[config.mk]
export PLATFORM = sky130hd
export DESIGN_NAME = pc_fetch_unit
export DESIGN_NICKNAME = d
export VERILOG_FILES = /design/src/rtl/pc_fetch_unit.sv
export SDC_FILE = /design/constraint.sdc
export NUM_CORES = 1
export LEC_CHECK = 0
export ABC_AREA = 1
export CAP_MARGIN = 40
export CORE_ASPECT_RATIO = 0.7
export CORE_MARGIN = 1.5
export CORE_UTILIZATION = 25
export DETAILED_ROUTE_END_ITERATION = 6
export PLACE_DENSITY = 0.58
export SLEW_MARGIN = 40
export SYNTH_ARGS = -nofsm -noshare
export SYNTH_HDL_FRONTEND = slang
export SYNTH_SLANG_ARGS = --single-unit
[constraint.sdc]
create_clock -name i_clk -period 4.2 [get_ports i_clk]
set_clock_uncertainty 0.2 [all_clocks]
set_input_delay 0.42 -clock i_clk [delete_from_list [all_inputs] [get_ports i_clk]]
set_output_delay 0.42 -clock i_clk [all_outputs]
set_load 0.02 [all_outputs]
[src/rtl/pc_fetch_unit.sv]
// RV32I program counter and instruction fetch with a small PC-tagged instruction buffer.
// Optional misaligned-redirect trap enabled by defining FETCH_MISALIGN_TRAP_EN.
module pc_fetch_unit #(
  parameter int               P_WIDTH      = 31,
  parameter logic [P_WIDTH:0] P_RESET_PC   = '0,
  parameter int               P_FIFO_DEPTH = 2
) (
  input  logic               i_clk,
  input  logic               i_rst,
  output logic [P_WIDTH:0]   o_add_a,
  output logic [P_WIDTH:0]   o_add_b,
  input  logic [P_WIDTH:0]   i_add_y,
  output logic               o_imem_req,
  output logic [P_WIDTH:0]   o_imem_addr,
  input  logic               i_imem_gnt,
  input  logic               i_imem_rvalid,
  input  logic [31:0]        i_imem_rdata,
  input  logic               i_redirect,
  input  logic [P_WIDTH:0]   i_redirect_pc,
  output logic               o_instr_valid,
  output logic [31:0]        o_instr,
  output logic [P_WIDTH:0]   o_instr_pc,
  input  logic               i_instr_ready
`ifdef FETCH_MISALIGN_TRAP_EN
  ,
  output logic               o_misalign
`endif
);

  localparam int W  = P_WIDTH + 1;
  localparam int PW = $clog2(P_FIFO_DEPTH);
  localparam int CW = $clog2(P_FIFO_DEPTH + 1);
  localparam logic [PW-1:0] LAST_PTR = PW'(P_FIFO_DEPTH - 1);
  localparam logic [CW:0]   DEPTH_C  = P_FIFO_DEPTH[CW:0];

  logic [P_WIDTH:0] pc, infl_pc, last_pc, redir_target;
  logic             infl, halt, redir_load;
  logic [31:0]      fifo_instr [P_FIFO_DEPTH];
  logic [P_WIDTH:0] fifo_pc    [P_FIFO_DEPTH];
  logic [PW-1:0]    rd_ptr, wr_ptr;
  logic [CW-1:0]    count;
  logic [CW:0]      occ;
  logic [31:0]      last_instr;
  logic             fire, push, pop;

  function automatic logic [PW-1:0] ptr_next(input logic [PW-1:0] p);
    return (p == LAST_PTR) ? '0 : p + 1'b1;
  endfunction

`ifdef FETCH_MISALIGN_TRAP_EN
  logic bad_target;

  always_comb begin
    bad_target   = i_redirect_pc[1:0] != 2'b00;
    redir_load   = i_redirect && !bad_target;
    redir_target = i_redirect_pc;
  end

  // A misaligned target parks fetch until the next aligned redirect.
  always_ff @(posedge i_clk or posedge i_rst) begin
    if (i_rst) begin
      halt       <= 1'b0;
      o_misalign <= 1'b0;
    end else begin
      o_misalign <= i_redirect && bad_target;
      if (i_redirect) halt <= bad_target;
    end
  end
`else
  always_comb begin
    halt         = 1'b0;
    redir_load   = i_redirect;
    redir_target = i_redirect_pc & ~W'(3);
  end
`endif

  always_comb begin
    o_add_a       = pc;
    o_add_b       = W'(4);
    o_imem_addr   = pc;
    o_instr_valid = count != '0;
    o_instr       = o_instr_valid ? fifo_instr[rd_ptr] : last_instr;
    o_instr_pc    = o_instr_valid ? fifo_pc[rd_ptr]    : last_pc;
    // Credit counts only state at the start of the cycle; a same-cycle pop is not reused.
    occ           = {1'b0, count} + {{CW{1'b0}}, infl};
    o_imem_req    = !i_rst && !halt && !i_redirect && (occ < DEPTH_C);
    fire          = o_imem_req && i_imem_gnt;
    push          = i_imem_rvalid && infl && !i_redirect;
    pop           = o_instr_valid && i_instr_ready && !i_redirect;
  end

  always_ff @(posedge i_clk or posedge i_rst) begin
    if (i_rst) begin
      pc         <= P_RESET_PC;
      infl       <= 1'b0;
      infl_pc    <= '0;
      rd_ptr     <= '0;
      wr_ptr     <= '0;
      count      <= '0;
      last_instr <= '0;
      last_pc    <= '0;
    end else begin
      if (o_instr_valid) begin
        last_instr <= fifo_instr[rd_ptr];
        last_pc    <= fifo_pc[rd_ptr];
      end
      if (i_redirect) begin
        if (redir_load) pc <= redir_target;
        infl   <= 1'b0;
        rd_ptr <= '0;
        wr_ptr <= '0;
        count  <= '0;
      end else begin
        if (fire) begin
          pc      <= i_add_y;
          infl_pc <= pc;
        end
        infl <= fire || (infl && !push);
        if (push) wr_ptr <= ptr_next(wr_ptr);
        if (pop)  rd_ptr <= ptr_next(rd_ptr);
        if (push && !pop)      count <= count + 1'b1;
        else if (pop && !push) count <= count - 1'b1;
      end
    end
  end

  always_ff @(posedge i_clk) begin
    if (push) begin
      fifo_instr[wr_ptr] <= i_imem_rdata;
      fifo_pc[wr_ptr]    <= infl_pc;
    end
  end

endmodule

==> reports/qor.log, run 1 <==
qor: worst_setup_path.setup.worst_path.end_class output port
qor: clock_tree.hold_buffers 0
qor: clock_tree.clk_pin_slew 0.07 ns
qor: yosys.synth_cells 893
qor: floorplan.row_count 61
qor: clock_tree.clkLatencyLatePin 0.56 ns
qor: drt.routedWlPerCell 16.7 um
qor: placed_design.dp_slack 1.29 ns
qor: drt.detailedRoute.firstPassIterationCount 5
qor: clock_tree.htreeDepth 1
qor: drt.detail_route.iter0.violations 465
qor: yosys.synth-seq-cells 261
qor: cells_and_area.regArea 7170 um2
qor: global_routing.grt_overflow 0
qor: sta.timing_hold_violations_final 0
qor: placed_design.dpl.hpwl 17.2 mm
qor: power.ir_worst_vdd 332 uV
qor: status.outcome finished, final reports clean
qor: floorplan.floorplan.io_pins 264
qor: yosys.avgSynthCellArea 11.4 um2
qor: power.power_leakage 5.42 nW
qor: worst_setup_path.arrival 2.77 ns
qor: worst_setup_path.crit_type reg -> out
qor: clock_tree.numCtsBuffers 27
qor: sta.max_freq 295 MHz
qor: cells_and_area.multi_input_comb_area 2370 um2
qor: sta.final_setup_tns 0 ns
qor: cells_and_area.fin_nets 1183
qor: placed_design.globalplace.congestion 0.748
qor: job.cap_viol_max_count 0
qor: sta.slew-limit-headroom 42.6%
qor: floorplan.die_y 172 um
qor: cells_and_area.drive_gt1_share 6.62%
qor: floorplan.initial_core_util 25.5%
qor: sta.maxSlewViolCount 0
qor: clock_tree.clock_tree.root_cell clkbuf_16
qor: sta.period_needed 3.39 ns
qor: cells_and_area.layout.filler_cells 3958
qor: clock_tree.cts_tree built
qor: yosys.seq_area_frac_synth 70.3%
qor: placed_design.port-buffer-count 229
qor: floorplan.core_area 39900 um2
qor: drt.antenna_violating_nets_post_route 0
qor: drt.drt_drc_violations_left 0
qor: global_routing.grt_start_max_net_pins 68
qor: drt.routed_via_density 4.23
qor: worst_setup_path.worstPathMaxFanout 34
qor: yosys.mappedNetlistArea 10200 um2
qor: global_routing.total_routing_usage_reported_by_global_routing 13.0%
qor: global_routing.number_of_antenna_violations_at_the_first_check_in_global_routing 1
qor: sta.postLayoutSetupSlackWorst 0.805 ns
qor: global_routing.first_global_vias 7013
qor: worst_setup_path.critPathRequiredTime 3.58 ns
qor: yosys.netlist-cell-type-count 21
qor: power.powerDensity 632 nW/um2
qor: hold_path.worst_hold_path_type in -> reg
qor: sta.timing.final.crit_share 80.8%
qor: clock_tree.post_cts_buffers 0
qor: sta.grt_setup_unrepaired false
qor: clock_tree.cts-resized-gates 0
qor: drt.routed_wirelength 27.4 mm
qor: cells_and_area.layout-area-overhead-vs-synth 33.8%
qor: floorplan.floorplan.die.width 244 um
qor: power.total_power 0.00862 W
qor: sta.worst_slew_pin_slew 0.861 ns
qor: clock_tree.cts.sinks 261
qor: floorplan.die_footprint 42000 um2
qor: global_routing.grt_first_pass_wirelength 42.0 mm
qor: clock_tree.maximum_clock_insertion_buffer_count 3
qor: yosys.synth_warnings 0
qor: sta.finalSetupViolations 0
qor: drt.routed-via-count 6935
qor: worst_setup_path.cp-start-kind flip-flop
-- flip-flops by register name, summed over array words and instances (netlist names) --
signal	flops
infl	1
rd_ptr	1
count	2
wr_ptr	1
o_add_a	32
fifo_instr	64
last_instr	32
last_pc	32
infl_pc	32
fifo_pc	64
-- layout by cell type (no fill, tap or decap), drive strengths merged, types with 11 or more instances in the layout --
cell type and count:
clkdlybuf4s50 228, buf 15, nor2 70, edfxtp 128, a21oi 130, conb 32, nand2 197, inv 12
nand3 96, dfrtp 133, clkinv 11, clkbuf 32
-- worst max-delay path, stage by stage (launching register included) --
cell and delay, ns:
dfrtp_2 0.40, inv_2 0.50, buf_12 0.28, nand2_1 0.07
a21oi_1 0.18, clkdlybuf4s50_1 0.76
-- power by group --
part	switching [W]	total, W	internal, W
combinational	0.00154	0.00262	0.00109
sequential	0.000289	0.00350	0.00321
clock	0.00102	0.00250	0.00148
total	0.00284	0.00862	0.00578
-- synth_stat cells, drive strengths merged --
library cell,count,area [um2]
clkbuf,21,80.1
o21ai,9,45.0
edfxtp,128,3840
nand3,96,480
nand4,3,33.8
nor2,70,280
a21oi,130,651
conb,2,7.51
buf,93,662
nand2,197,742
inv,11,41.3
dfrtp,133,3330
-- final cells by class --
| type | instances | share of cell area (%) |
|---|---|---|
| clock buffer | 32 | 5.31 |
| multi-input combinational | 537 | 17.4 |
| antenna | 1 | 0.0183 |
| tap | 535 | 4.91 |
| timing repair buffer | 243 | 17.9 |
| inverter | 11 | 0.339 |
| sequential | 261 | 52.6 |
| clock inverter | 18 | 1.55 |
-- worst paths after layout --
kind	endpoint	cells after the start	start	slack, ns
max in group asynchronous	last_instr[5]	3	i_rst	2.69
min in group asynchronous	last_pc[5]	2	i_rst	0.25
setup reg to reg	o_add_a[28]	6	count[1]	1.99
setup / recovery	o_instr_pc[1]	5	rd_ptr	0.81
hold reg to reg	fifo_pc[0][27]	0	infl_pc[27]	0.28
hold / removal	o_add_a[1]	3	i_imem_gnt	0.04
-- per-layer routing --
metal / up-vias / wire (um) / global-route usage [%]
met5: - / 17 / 0
met4: 2 / 451 / 2.36
met3: 29 / 1800 / 3.55
met2: 218 / 12000 / 19.9
met1: 3355 / 13200 / 18.6
li1: 3331 / - / -
-- through the flow --
| stage | cell area [um2] | std cells | hold slack (ns) | utilization, % |
|---|---|---|---|---|
| after global placement | 12700 | 1587 | 0.256 | 31.8 |
| final | 13600 | 1638 | 0.0390 | 34.2 |
| after detailed placement | 12700 | 1587 | 0.258 | 31.8 |
| after floorplan | 10300 | 923 | 0.242 | - |
| after global routing | 13600 | 1637 | 0.0521 | 34.2 |
| after CTS | 13600 | 1637 | 0.0132 | 34.2 |
-- cell families after synthesis --
family,after synthesis,share of synthesized area (%)
flip-flops,261,70.3
buffers and inverters,125,7.68
AO/OA/AOI/OAI,139,6.82
other,2,0.0737
AND/OR/NAND/NOR,366,15.1
(Power assumes the default switching activity.)
==> run 2: changes to the inputs <==
- clock period: 4.2 -> 2.92 ns (I/O delays scaled with it)
==> reports/qor.log, run 2 (synthesized netlist as in run 1, its figures left out) <==
qor: clock_tree.htreeDepth 1 [unchanged]
qor: floorplan.die_y 172 um [unchanged]
qor: drt.routed_wirelength 27.7 mm [+0.90%]
qor: global_routing.grt_first_pass_wirelength 42.3 mm [+0.64%]
qor: placed_design.dp_slack 0.383 ns [-0.910 ns]
qor: hold_path.worst_hold_path_type in -> async
qor: global_routing.first_global_vias 7130 [+1.7%]
qor: sta.final_setup_tns 0 ns [unchanged]
qor: sta.finalSetupViolations 0 [unchanged]
qor: clock_tree.cts.sinks 261 [unchanged]
qor: worst_setup_path.critical_path.n_buffers_inverters 3 [unchanged]
qor: cells_and_area.top_registers fifo_instr (64), fifo_pc (64)
qor: placed_design.place_area 12900 um2 [+1.7%]
qor: job.cap_viol_max_count 0 [unchanged]
qor: worst_setup_path.register_to_register_path_setup_slack 1.02 ns [-0.97 ns]
qor: power.clock_power_share 28.8% [-0.2 points]
qor: cells_and_area.layout.cells.most_common_list nand2_1 (196), clkdlybuf4s50_1 (164), dfrtp_1 (131), a21oi_1 (129), edfxtp_1 (128)
qor: drt.routedWlPerCell 16.8 um [+0.41%]
qor: global_routing.grt_overflow 0 [unchanged]
qor: worst_setup_path.critical_path.cell_chain inv_1 > nand2_2 > buf_12 > nor2_1 > a21oi_1 > dlygate4sd2_1
qor: global_routing.grt_start_max_net_pins 62 [-8.8%]
qor: drt.detailedRoute.firstPassIterationCount 4 [-1]
qor: cells_and_area.n_antenna_cell 0 [-1]
qor: clock_tree.maximum_clock_insertion_buffer_count 3 [unchanged]
qor: sta.period_needed 2.71 ns
qor: worst_setup_path.arrival 2.22 ns [-0.55 ns]
qor: sta.grt_setup_unrepaired false
qor: sta.max_freq 369 MHz
qor: power.power_leakage 5.56 nW [+2.5%]
qor: power.switching_power 0.00410 W [+44%]
qor: power.switching_share_of_power 33.7% [+0.72 points]
qor: cells_and_area.fin_area 13800 um2 [+0.96%]
qor: floorplan.initial_core_util 25.5% [unchanged]
qor: placed_design.dpl.hpwl 17.9 mm [+4.2%]
qor: global_routing.number_of_antenna_violations_at_the_first_check_in_global_routing 2 [+1]
qor: cells_and_area.fin_nets 1193 [+0.85%]
qor: drt.detail_route.iter0.violations 331 [-29%]
qor: drt.routed-via-count 6954 [+0.27%]
qor: placed_design.port-buffer-count 229 [unchanged]
qor: worst_setup_path.worstPathMaxFanout 28 [-18%]
qor: worst_setup_path.cpLargestDelayFamily buffers and inverters
qor: drt.routed_via_density 4.22 [-0.21%]
qor: sta.worst_slew_pin_slew 0.669 ns [-0.192 ns]
qor: worst_setup_path.critPathRequiredTime 2.43 ns [-1.15 ns]
qor: floorplan.die_footprint 42000 um2 [unchanged]
qor: sta.timing_hold_violations_final 0 [unchanged]
qor: clock_tree.clock_tree.root_cell clkbuf_16
qor: sta.postLayoutSetupSlackWorst 0.209 ns [-0.597 ns]
qor: cells_and_area.layout.cells.most_common nand2_1
qor: sta.worst_case_hold_slack 0.0217 ns [-0.0172 ns]
qor: clock_tree.cts_tree built
qor: clock_tree.numCtsBuffers 28 [+3.7%]
qor: worst_setup_path.setup.worst_path.end_class output port
qor: global_routing.total_routing_usage_reported_by_global_routing 13.1% [+0.083 points]
qor: status.outcome finished, final reports clean
qor: cells_and_area.layout-area-overhead-vs-synth 35.1%
qor: worst_setup_path.crit_type reg -> out
qor: cells_and_area.layout.filler_cells 4054 [+2.4%]
qor: clock_tree.clkLatencyLatePin 0.56 ns [about the same]
qor: power.p_int 0.00808 W [+40%]
qor: sta.timing.final.crit_share 92.9%
qor: power.pwr-share-seq 41.3% [+0.7 points]
qor: cells_and_area.drive_gt1_share 7.65% [+1.0 points]
qor: power.power.combinational.fraction 29.9% [-0.5 points]
qor: worst_setup_path.maximum_cell_stage_delay_along_the_critical_path 0.45 ns [-0.31 ns]
qor: power.powerDensity 884 nW/um2 [+40%]
qor: floorplan.core_area 39900 um2 [unchanged]
qor: floorplan.floorplan.die.width 244 um [unchanged]
qor: drt.antenna_violating_nets_post_route 0 [unchanged]
qor: worst_setup_path.timing.critical_path.slowest_stage_cell dfrtp_1
qor: floorplan.floorplan.io_pins 264 [unchanged]
qor: floorplan.row_count 61 [unchanged]
qor: worst_setup_path.cp-start-kind flip-flop
qor: power.ir_worst_vdd 394 uV [+19%]
qor: cells_and_area.layout.core_utilization 34.5% [+0.33 points]
qor: clock_tree.clk_pin_slew 0.06 ns [about the same]
qor: placed_design.globalplace.congestion 0.746 [-0.24%]
qor: sta.slew-limit-headroom 55.4% [+13 points]
qor: drt.drt_drc_violations_left 0 [unchanged]
qor: sta.maxSlewViolCount 0 [unchanged]
-- run 2: cell types whose count changed in the layout (fill, tap and decap cells not counted), moves of 2 or more --
cell             before  now
clkbuf_8              3    1
clkdlybuf4s50_1     228  164
buf_12                4   18
clkbuf_1              2    7
dlygate4sd2_1         0   57
clkinv_4              4    1
-- run 2: per-layer routing --
| metal | up-vias | track usage (%) | routed length (um) |
|---|---|---|---|
| met3 | 39 | 3.32 | 1770 |
| met4 | 4 | 2.79 | 522 |
| met1 | 3371 | 18.3 | 13300 |
| li1 | 3341 | - | - |
| met5 | - | 0 | 26 |
| met2 | 199 | 20.6 | 12100 |
-- run 2: path summary, 6_finish.rpt --
check,from,to,depth (start not counted)
setup / recovery,count[0],o_instr[15],6
hold / removal,i_rst,infl,2
setup reg to reg,infl,fifo_instr[0][8],5
hold reg to reg,infl_pc[10],fifo_pc[0][10],0
max in group asynchronous,i_rst,last_instr[9],3
min in group i_clk,i_redirect_pc[3],o_add_a[3],3
-- run 2: layout make-up --
type | instances | area, um2 | share of cell area (%)
sequential | 261 | 7170 | 52.1
tap | 535 | 669 | 4.86
clock buffer | 36 | 741 | 5.38
multi-input combinational | 537 | 2380 | 17.3
clock inverter | 14 | 161 | 1.17
timing repair buffer | 252 | 2610 | 18.9
inverter | 11 | 45.0 | 0.327
-- run 2: stage by stage --
step,instances,total power [W]
after global placement,1595,0.00905
after detailed placement,1595,0.00910
after floorplan,923,0.00712
after global routing,1646,0.0129
final,1646,0.0122
after CTS,1646,0.0124
-- run 2: power groups by stage --
| stage | sequential [W] | combinational (W) | clock [W] |
|---|---|---|---|
| 2_1_floorplan | 0.00499 | 0.00213 | 0 |
| 3_3_place_gp | 0.00509 | 0.00396 | 0 |
| 3_5_place_dp | 0.00511 | 0.00399 | 0 |
| 4_1_cts | 0.00504 | 0.00372 | 0.00364 |
| 5_1_grt | 0.00512 | 0.00399 | 0.00377 |
| 6_report | 0.00503 | 0.00364 | 0.00351 |
-- run 2: repair_timing --
action / CTS / global route
gates resized for setup: 61 / 0
setup endpoints to repair: 57 / 0
setup buffers: 0 / 0
hold buffers: 1 / 0
endpoints found under the hold margin: 1 / 0
==> run 3: changes to the inputs <==
- CAP_MARGIN: 40 -> 20
==> results of run 3 <==
Final layout, timing and power as in run 2 (identical DEF).
